==> src/rtl/sipo_rx.sv <==
// LSB-first serial-to-parallel receiver with a one-entry valid/ready output buffer,
// mid-word timeout abort and sticky overrun. Define SIPO_PARITY_EN to require a trailing even-parity bit.
module sipo_rx #(
  parameter int unsigned WIDTH   = 16,
  parameter int unsigned TIMEOUT = 4
) (
  input  logic             clk,
  input  logic             rst,
  input  logic             serial_in,
  input  logic             serial_valid,
  output logic [WIDTH-1:0] data_out,
  output logic             data_valid,
  input  logic             data_ready,
  output logic             busy,
  output logic             frame_err,
  output logic             overrun,
  output logic             parity_err
);

  localparam int unsigned CNT_W = $clog2(WIDTH + 1);
  localparam int unsigned GAP_W = $clog2(TIMEOUT + 2);
`ifdef SIPO_PARITY_EN
  // Whole word must be held while the parity bit is awaited.
  localparam int unsigned SREG_W = WIDTH;
  typedef enum logic [1:0] {
    S_IDLE   = 2'd0,
    S_SHIFT  = 2'd1,
    S_PARITY = 2'd2
  } state_t;
`else
  // The final bit joins the word straight from serial_in, so one bit less is stored.
  localparam int unsigned SREG_W = WIDTH - 1;
  typedef enum logic [1:0] {
    S_IDLE  = 2'd0,
    S_SHIFT = 2'd1
  } state_t;
`endif

  state_t              state_q;
  logic [SREG_W-1:0]   sreg_q;
  logic [CNT_W-1:0]    count_q;
  logic [GAP_W-1:0]    gap_q;
  logic [WIDTH-1:0]    data_out_q;
  logic                data_valid_q;
  logic                busy_q;
  logic                frame_err_q;
  logic                overrun_q;
  logic                parity_err_q;

  logic [SREG_W-1:0]   sreg_d;
  logic                last_bit_c;
  logic                gap_hit_c;
  logic                deliver_c;
  logic [WIDTH-1:0]    word_c;

  assign sreg_d     = {serial_in, sreg_q[SREG_W-1:1]};
  assign last_bit_c = (count_q == CNT_W'(WIDTH - 1));
  assign gap_hit_c  = (TIMEOUT != 0) && (gap_q == GAP_W'(TIMEOUT - 1));

`ifdef SIPO_PARITY_EN
  assign deliver_c  = (state_q == S_PARITY) && serial_valid && (serial_in == ^sreg_q);
  assign word_c     = sreg_q;
`else
  assign deliver_c  = (state_q == S_SHIFT) && serial_valid && last_bit_c;
  assign word_c     = {serial_in, sreg_q};
`endif

  always_ff @(posedge clk) begin
    if (rst) begin
      state_q      <= S_IDLE;
      sreg_q       <= '0;
      count_q      <= '0;
      gap_q        <= '0;
      data_out_q   <= '0;
      data_valid_q <= 1'b0;
      busy_q       <= 1'b0;
      frame_err_q  <= 1'b0;
      overrun_q    <= 1'b0;
      parity_err_q <= 1'b0;
    end else begin
      frame_err_q  <= 1'b0;
      parity_err_q <= 1'b0;

      unique case (state_q)
        S_IDLE: begin
          if (serial_valid) begin
            sreg_q  <= sreg_d;
            count_q <= CNT_W'(1);
            gap_q   <= '0;
            busy_q  <= 1'b1;
            state_q <= S_SHIFT;
          end
        end
        S_SHIFT: begin
          if (serial_valid) begin
            sreg_q <= sreg_d;
            gap_q  <= '0;
            if (last_bit_c) begin
              count_q <= '0;
`ifdef SIPO_PARITY_EN
              state_q <= S_PARITY;
`else
              busy_q  <= 1'b0;
              state_q <= S_IDLE;
`endif
            end else begin
              count_q <= count_q + CNT_W'(1);
            end
          end else if (gap_hit_c) begin
            count_q     <= '0;
            gap_q       <= '0;
            busy_q      <= 1'b0;
            frame_err_q <= 1'b1;
            state_q     <= S_IDLE;
          end else if (TIMEOUT != 0) begin
            gap_q <= gap_q + GAP_W'(1);
          end
        end
`ifdef SIPO_PARITY_EN
        S_PARITY: begin
          if (serial_valid) begin
            gap_q        <= '0;
            busy_q       <= 1'b0;
            parity_err_q <= (serial_in != ^sreg_q);
            state_q      <= S_IDLE;
          end else if (gap_hit_c) begin
            gap_q       <= '0;
            busy_q      <= 1'b0;
            frame_err_q <= 1'b1;
            state_q     <= S_IDLE;
          end else if (TIMEOUT != 0) begin
            gap_q <= gap_q + GAP_W'(1);
          end
        end
`endif
        default: begin
          busy_q  <= 1'b0;
          state_q <= S_IDLE;
        end
      endcase

      // Output buffer: a same-edge transfer frees the slot for an arriving word.
      if (data_valid_q && data_ready) begin
        data_valid_q <= 1'b0;
      end
      if (deliver_c) begin
        if (!data_valid_q || data_ready) begin
          data_out_q   <= word_c;
          data_valid_q <= 1'b1;
        end else begin
          overrun_q <= 1'b1;
        end
      end
    end
  end

  assign data_out   = data_out_q;
  assign data_valid = data_valid_q;
  assign busy       = busy_q;
  assign frame_err  = frame_err_q;
  assign overrun    = overrun_q;
`ifdef SIPO_PARITY_EN
  assign parity_err = parity_err_q;
`else
  assign parity_err = 1'b0;
`endif

endmodule

==> config.mk <==
export PLATFORM = sky130hd
export DESIGN_NAME = sipo_rx
export DESIGN_NICKNAME = d
export VERILOG_FILES = /design/src/rtl/sipo_rx.sv
export SDC_FILE = /design/constraint.sdc
export NUM_CORES = 1
export LEC_CHECK = 0
export ABC_AREA = 0
export CAP_MARGIN = 20
export CORE_MARGIN = 4
export CORE_UTILIZATION = 50
export CTS_CLUSTER_SIZE = 28
export DETAILED_ROUTE_END_ITERATION = 12
export PLACE_DENSITY = 0.74
export SYNTH_ARGS = -nofsm -noshare
export SYNTH_HDL_FRONTEND = slang
export SYNTH_SLANG_ARGS = --single-unit
==> constraint.sdc <==
create_clock -name clk -period 2.1 [get_ports clk]
set_clock_uncertainty 0.1 [all_clocks]
set_input_delay 0.42 -clock clk [delete_from_list [all_inputs] [get_ports clk]]
set_output_delay 0.42 -clock clk [all_outputs]
set_load 0.05 [all_outputs]
==> qor.csv, run 1 <==
stage,metric,value,unit
outcome,status,"complete, no violations",
routing,drt_first_iter_violations,87,
cts,cts-root-to-sink-buffers,2,
timing,max_clock_freq,487,MHz
setup_path,start_to_end_type_of_the_worst_setup_path,reg2out,
floorplanning,floorplan.initialDensity,53.3,%
global_routing,antenna_found_initial,0,
setup_path,startpoint_type,register,
timing,totalNegativeSetupSlack,0,ps
global_routing,grt.overflow.total,0,
cts,tritoncts,built,
setup_path,critical_path.max_stage_delay,810,ps
power_and_ir_drop,power.density_cell_area,608,mW/mm²
timing,max_slew_margin,64.6,%
floorplanning,die_area,0.00467,mm²
setup_path,critPathBufInv,1,
timing,unrepaired_setup_endpoints_after_global_routing,false,
setup_path,worst_ep_arrival_time,1530,ps
power_and_ir_drop,leakage,0.836,nW
cts,path_clk_slew,130,ps
routing,route.detailed.vias_per_inst,5.16,
synthesis,synth_top_family_by_area,simple AND/OR/NAND/NOR gates,
floorplanning,dieHeight,68.3,µm
setup_path,worstPathCellList,clkdlybuf4s50_1,
cts,worstSkewPairLatency,350,ps
routing,antenna_left,0,
synthesis,synth-xor-area-share,0.481,%
power_and_ir_drop,vdd_ir_max,490,µV
global_routing,grt_max_degree,60,
routing,totalWireLength,3320,µm
cts,tritoncts.num_buffers,5,
floorplanning,boundaryPins,26,
setup_path,timing.critical_path.slowest_stage_cell,clkdlybuf4s50_1,
layout,antennaDiodeCount,0,
layout,finish.net_count,210,
global_routing,grt_usage,15.4,%
synthesis,ys_ff_latch,43,
floorplanning,placementRows,21,
routing,route.vias.total,1290,
synthesis,postSynthNetCount,188,
routing,drc,0,
timing,timing_worst_slew_pin_value,530,ps
synthesis,synth_cell_types,32,
cts,maximum_level_of_the_cts_h_tree,2,
placed_design,dp.final_hpwl,2230,µm
routing,avgRoutedWirePerCell,13.3,µm
setup_path,crit_required,1580,ps
cts,clock-root-buffer,clkbuf_4,
synthesis,post_synth_simple_gate_area,25.7,%
cts,cts.sink_count,43,
global_routing,first_global_vias,1172,
synthesis,synthesis.area_per_instance,10.1,µm²
timing,final.min_clock_period,2050,ps
layout,layout.core_utilization,63.3,%
synthesis,yosys_warnings,0,
floorplanning,die-width,68.3,µm
flow_run,drv_cap,0,
synthesis,synth.mux.area_fraction,17.0,%
cts,cts_hold_buffers,0,
synthesis,postSynthCellCount,181,
timing,finalHoldViolations,0,
placed_design,numPortBuffers,24,
setup_path,crit_path_max_fanout,2,
min_path,timing.hold.worst.class,reg2reg,
global_routing,grt_pass1_wl,5390,µm
synthesis,mappedNetlistArea,0.00182,mm²
setup_path,worst_path_dominant_cell_family,buffers and inverters,
layout,post_route_cells_drive_above_1_share,7.84,%
synthesis,synth-adder-area-share,1.37,%
timing,slew_violations,0,
floorplanning,core_region_area,0.00342,mm²
setup_path,setup.worst_path.end_class,primary output,
placed_design,routability_cong,0.701,
timing,final_min_period_over_clock_period,97.7,%
routing,first_pass_iters,4,
layout,area_growth,18.7,%
synthesis,yosysSeqAreaShare,47.3,%
synthesis,synth-compound-area-share,3.51,%
timing,setup_viol,0,
[path summary, 6_finish.rpt]
path | from | endpoint | slack [ps] | depth (start not counted)
worst max-delay path | data_out[4]$_SDFFE_PP0P_ | data_out[4] | 50 | 1
worst max register to register | count_q[0]$_SDFFE_PP0P_ | data_out[0]$_SDFFE_PP0P_ | 370 | 5
worst min-delay path | gap_q[2]$_SDFFE_PP0P_ | gap_q[2]$_SDFFE_PP0P_ | 350 | 2
worst min register to register | gap_q[2]$_SDFFE_PP0P_ | gap_q[2]$_SDFFE_PP0P_ | 350 | 2
[worst min-delay path, stage by stage (launching register included)]
cell and delay, ps:
dfxtp_1 340, nand2_1 50, nor3_1 30
[cell families after synthesis]
family / Yosys count
buffers and inverters: 13
other: 1
flip-flops: 43
AO/OA/AOI/OAI: 10
AND/OR/NAND/NOR: 80
XOR/XNOR: 1
multiplexers: 31
adder cells (fa/ha/maj): 2
[cell type report]
cell class	instances	area [µm²]
sequential	43	861
inverter	1	3.75
tap	46	57.6
clock buffer	5	37.5
multi-input combinational	125	880
fill	289	1250
clock inverter	3	20.0
timing repair buffer	27	302
[routing by layer]
metal  track usage, %  wire length (µm)  share of wire (%)  vias to the layer above
met5                0                 0                  0                        -
met4             5.96                53                1.6                        0
met3             4.43               137                4.1                        6
met2             24.8              1640                 49                       27
met1             19.4              1490                 45                      600
li1                 -                 -                  -                      657
[repair_timing]
item,in CTS,in global routing
endpoints found under the setup margin,1,2
cloned,0,0
resized for setup,1,2
setup buffers,0,0
[metrics by stage]
step / instances / power (mW) / area (µm²) / hold WS [ps] / setup slack [ps]
floorplan: 181 / 0.911 / 1820 / 317 / 339
global placement: 242 / 0.931 / 2100 / 329 / 220
detailed placement: 242 / 0.934 / 2100 / 337 / 142
CTS: 250 / 1.33 / 2160 / 355 / 37.7
global route: 250 / 1.38 / 2160 / 389 / 2.14
finish: 250 / 1.31 / 2160 / 349 / 47.3
[placed cells by master, fill, tap and decap left out, drive strengths merged]
master,instances
nand3,6
nand4b,1
clkinv,1
nand4,1
a31oi,3
nor3,5
dfxtp,43
xor2,1
clkbuf,5
inv,1
mux2i,31
o21ba,1
a22oi,1
clkdlybuf4s50,20
nor2,18
a21oi,4
nor3b,2
and2,1
a211oi,1
buf,4
nand2b,34
or3,1
dlygate4sd2,1
clkinvlp,2
nand2,5
dlymetal6s2s,2
nand3b,2
ha,2
nor2b,2
conb,1
nor4,1
and4b,1
[sequential cells by signal, indices dropped and copies added (netlist names)]
| signal | flops |
|---|---|
| overrun | 1 |
| sreg_q | 15 |
| data_valid | 1 |
| count_q | 5 |
| busy | 1 |
| data_out | 16 |
| gap_q | 3 |
| frame_err | 1 |
[power breakdown]
group	switching (mW)	internal (mW)
Clock	0.271	0.128
Combinational	0.0451	0.0393
Sequential	0.00892	0.822
[cell usage after synthesis, drive strengths merged]
cell / n / area, µm²
a211oi: 1 / 7.51
a21oi: 4 / 20.0
a22oi: 1 / 7.51
a31oi: 3 / 18.8
and2: 1 / 6.26
and4b: 1 / 11.3
buf: 4 / 36.3
clkbuf: 8 / 40.0
conb: 1 / 3.75
dfxtp: 43 / 861
ha: 2 / 25.0
inv: 1 / 3.75
mux2i: 31 / 310
nand2: 5 / 18.8
nand2b: 34 / 213
nand3: 6 / 30.0
nand3b: 2 / 15.0
nand4: 1 / 6.26
nand4b: 1 / 23.8
nor2: 18 / 67.6
nor2b: 2 / 12.5
nor3: 5 / 36.3
nor3b: 2 / 15.0
nor4: 1 / 6.26
o21ba: 1 / 10.0
or3: 1 / 6.26
xor2: 1 / 8.76
(Power assumes the default switching activity.)
==> inputs of run 2 (changes only) <==
Settings changed: PLACE_DENSITY 0.74 to 0.85.
==> run 2 against run 1 <==
  * Worst hold slack is essentially flat
  * Via count shrank 0.16%
  * Total power shrank 1.6%
  * Sequential share of layout area grew 0.16 points
  * Critical path depth is the same
  * Worst setup slack gained 28 ps
  * Flip-flop and latch count is the same
==> qor.csv, run 2 (same netlist as run 1, synthesis figures left out) <==
stage,metric,value,unit,change
routing,route.detailed.vias_per_inst,5.15,,-0.16%
placed_design,routability_cong,0.698,,-0.33%
floorplanning,die-width,68.3,µm,unchanged
timing,max_clock_freq,494,MHz,+1.4%
placed_design,dp_cells,242,,unchanged
setup_path,setup.worst_path.end_class,primary output,,
layout,non_filler_cells_final,250,,unchanged
setup_path,critical_path.max_stage_delay,810,ps,about the same
cts,clock-root-buffer,clkbuf_4,,
timing,unrepaired_setup_endpoints_after_global_routing,false,,
cts,tritoncts.num_buffers,5,,unchanged
cts,worstSkewPairLatency,330,ps,-20 ps
timing,slew_violations,0,,unchanged
global_routing,grt_max_degree,60,,unchanged
layout,largest_register_ff_count,16,,unchanged
routing,totalWireLength,3130,µm,-5.8%
layout,post_route_cells_drive_above_1_share,6.86,%,-0.98 points
placed_design,dp.final_hpwl,2170,µm,-2.7%
power_and_ir_drop,vdd_ir_max,439,µV,-10%
power_and_ir_drop,fin_total_pwr,1.29,mW,-1.6%
power_and_ir_drop,power.density_cell_area,601,mW/mm²,-1.2%
floorplanning,die_area,0.00467,mm²,unchanged
floorplanning,boundaryPins,26,,unchanged
layout,area_growth,18.2,%,
routing,avgRoutedWirePerCell,12.5,µm,-5.8%
setup_path,crit_required,1580,ps,about the same
layout,finish.net_count,210,,unchanged
layout,number_of_filler_instances_in_the_final_layout,275,,-4.8%
setup_path,startpoint_type,register,,
global_routing,antenna_found_initial,0,,unchanged
timing,final_min_period_over_clock_period,96.4,%,-1.3 points
cts,cts_hold_buffers,0,,unchanged
setup_path,worst_path_dominant_cell_family,buffers and inverters,,
setup_path,timing.critical_path.slowest_stage_cell,clkdlybuf4s50_1,,
floorplanning,dieHeight,68.3,µm,unchanged
routing,drt_first_iter_violations,147,,+69%
setup_path,crit_path_max_fanout,2,,unchanged
timing,setup_viol,0,,unchanged
layout,final_common_cell,dfxtp_1,,
floorplanning,placementRows,21,,unchanged
outcome,status,"complete, no violations",,
setup_path,worstPathCellList,clkdlybuf4s50_1,,
power_and_ir_drop,leakage,0.815,nW,-2.6%
layout,register_area,861,µm²,unchanged
timing,max_slew_margin,66.1,%,+1.5 points
cts,cts-root-to-sink-buffers,2,,unchanged
global_routing,first_global_vias,1227,,+4.7%
timing,final.min_clock_period,2030,ps,-27.6 ps
routing,drc,0,,unchanged
cts,tritoncts,built,,
timing,totalNegativeSetupSlack,0,ps,unchanged
floorplanning,floorplan.initialDensity,53.3,%,unchanged
layout,most-common-layout-cells,"dfxtp_1 (43), nand2b_1 (34), mux2i_1 (31)",,
cts,cts.repair_timing.setup_buffer_count,0,,unchanged
routing,wl_met3,149,µm,+8.8%
global_routing,grt_usage,15.0,%,-0.43 points
timing,timing_worst_slew_pin_value,507,ps,-22.3 ps
setup_path,worst_ep_arrival_time,1510,ps,-20 ps
cts,cts.sink_count,43,,unchanged
timing,finalHoldViolations,0,,unchanged
cts,maximum_level_of_the_cts_h_tree,2,,unchanged
setup_path,critPathBufInv,1,,unchanged
routing,first_pass_iters,4,,unchanged
min_path,timing.hold.worst.class,reg2reg,,
setup_path,start_to_end_type_of_the_worst_setup_path,reg2out,,
flow_run,drv_cap,0,,unchanged
global_routing,grt_pass1_wl,5350,µm,-0.76%
cts,post_cts_gate_resize_count,0,,-1
cts,path_clk_slew,120,ps,about the same
routing,top_signal_layer_used,met4,,
placed_design,numPortBuffers,24,,unchanged
global_routing,grt.overflow.total,0,,unchanged
routing,route.vias.total,1288,,-0.16%
routing,routedLengthMet1,1440,µm,-3.5%
layout,area_of_the_multi_input_gates,880,µm²,unchanged
routing,met2WireLength,1520,µm,-7.3%
floorplanning,core_region_area,0.00342,mm²,unchanged
routing,antenna_left,0,,unchanged
layout,antennaDiodeCount,0,,unchanged
run 2: changes by cell type in the layout (fill, tap and decap cells not counted):
cell             previous run  this run
dlymetal6s2s_1              2         1
clkinvlp_4                  2         0
clkbuf_1                    0         2
clkdlybuf4s50_1            20        22
dlygate4sd2_1               1         0
run 2: metrics by stage:
stage	worst slack [ps]	hold WS, ps	area [µm²]	util [%]
after global placement	256	325	2100	61.5
final	74.9	350	2150	63.0
after global routing	4.93	389	2150	63.0
after CTS	51.0	354	2150	62.9
after floorplan	339	317	1820	-
after detailed placement	175	337	2100	61.5
run 2: layout make-up:
type	count	share of cell area, %
well taps	46	2.67
multi-input cells	125	40.9
repair buffers	27	14.0
flip-flops and latches	43	40.0
clock inverters	1	0.233
inverters	1	0.174
clock buffers	7	2.09
run 2: power breakdown:
group | leakage, nW | switching [mW] | internal, mW
Clock | 0.0293 | 0.246 | 0.131
Sequential | 0.347 | 0.00904 | 0.822
Combinational | 0.438 | 0.0445 | 0.0395
Total | 0.815 | 0.300 | 0.993
run 2: final timing paths:
kind,start,endpoint,slack (ps),depth (start not counted)
worst max register to register,count_q[0]$_SDFFE_PP0P_,data_out[1]$_SDFFE_PP0P_,360,5
worst min-delay path,gap_q[2]$_SDFFE_PP0P_,gap_q[2]$_SDFFE_PP0P_,350,2
worst min register to register,gap_q[2]$_SDFFE_PP0P_,gap_q[2]$_SDFFE_PP0P_,350,2
worst max-delay path,data_out[3]$_SDFFE_PP0P_,data_out[3],70,1
run 2: metal layers:
metal	global-route usage, %	vias to the layer above
li1	-	655
met1	18.6	593
met2	24.9	38
met3	3.94	2
met4	5.21	0
met5	0	-
==> inputs of run 3 (changes only) <==
Settings changed: SLEW_MARGIN set to 10.
==> results of run 3 <==
Same layout as run 2: the final DEF is identical, and so are final timing and power.
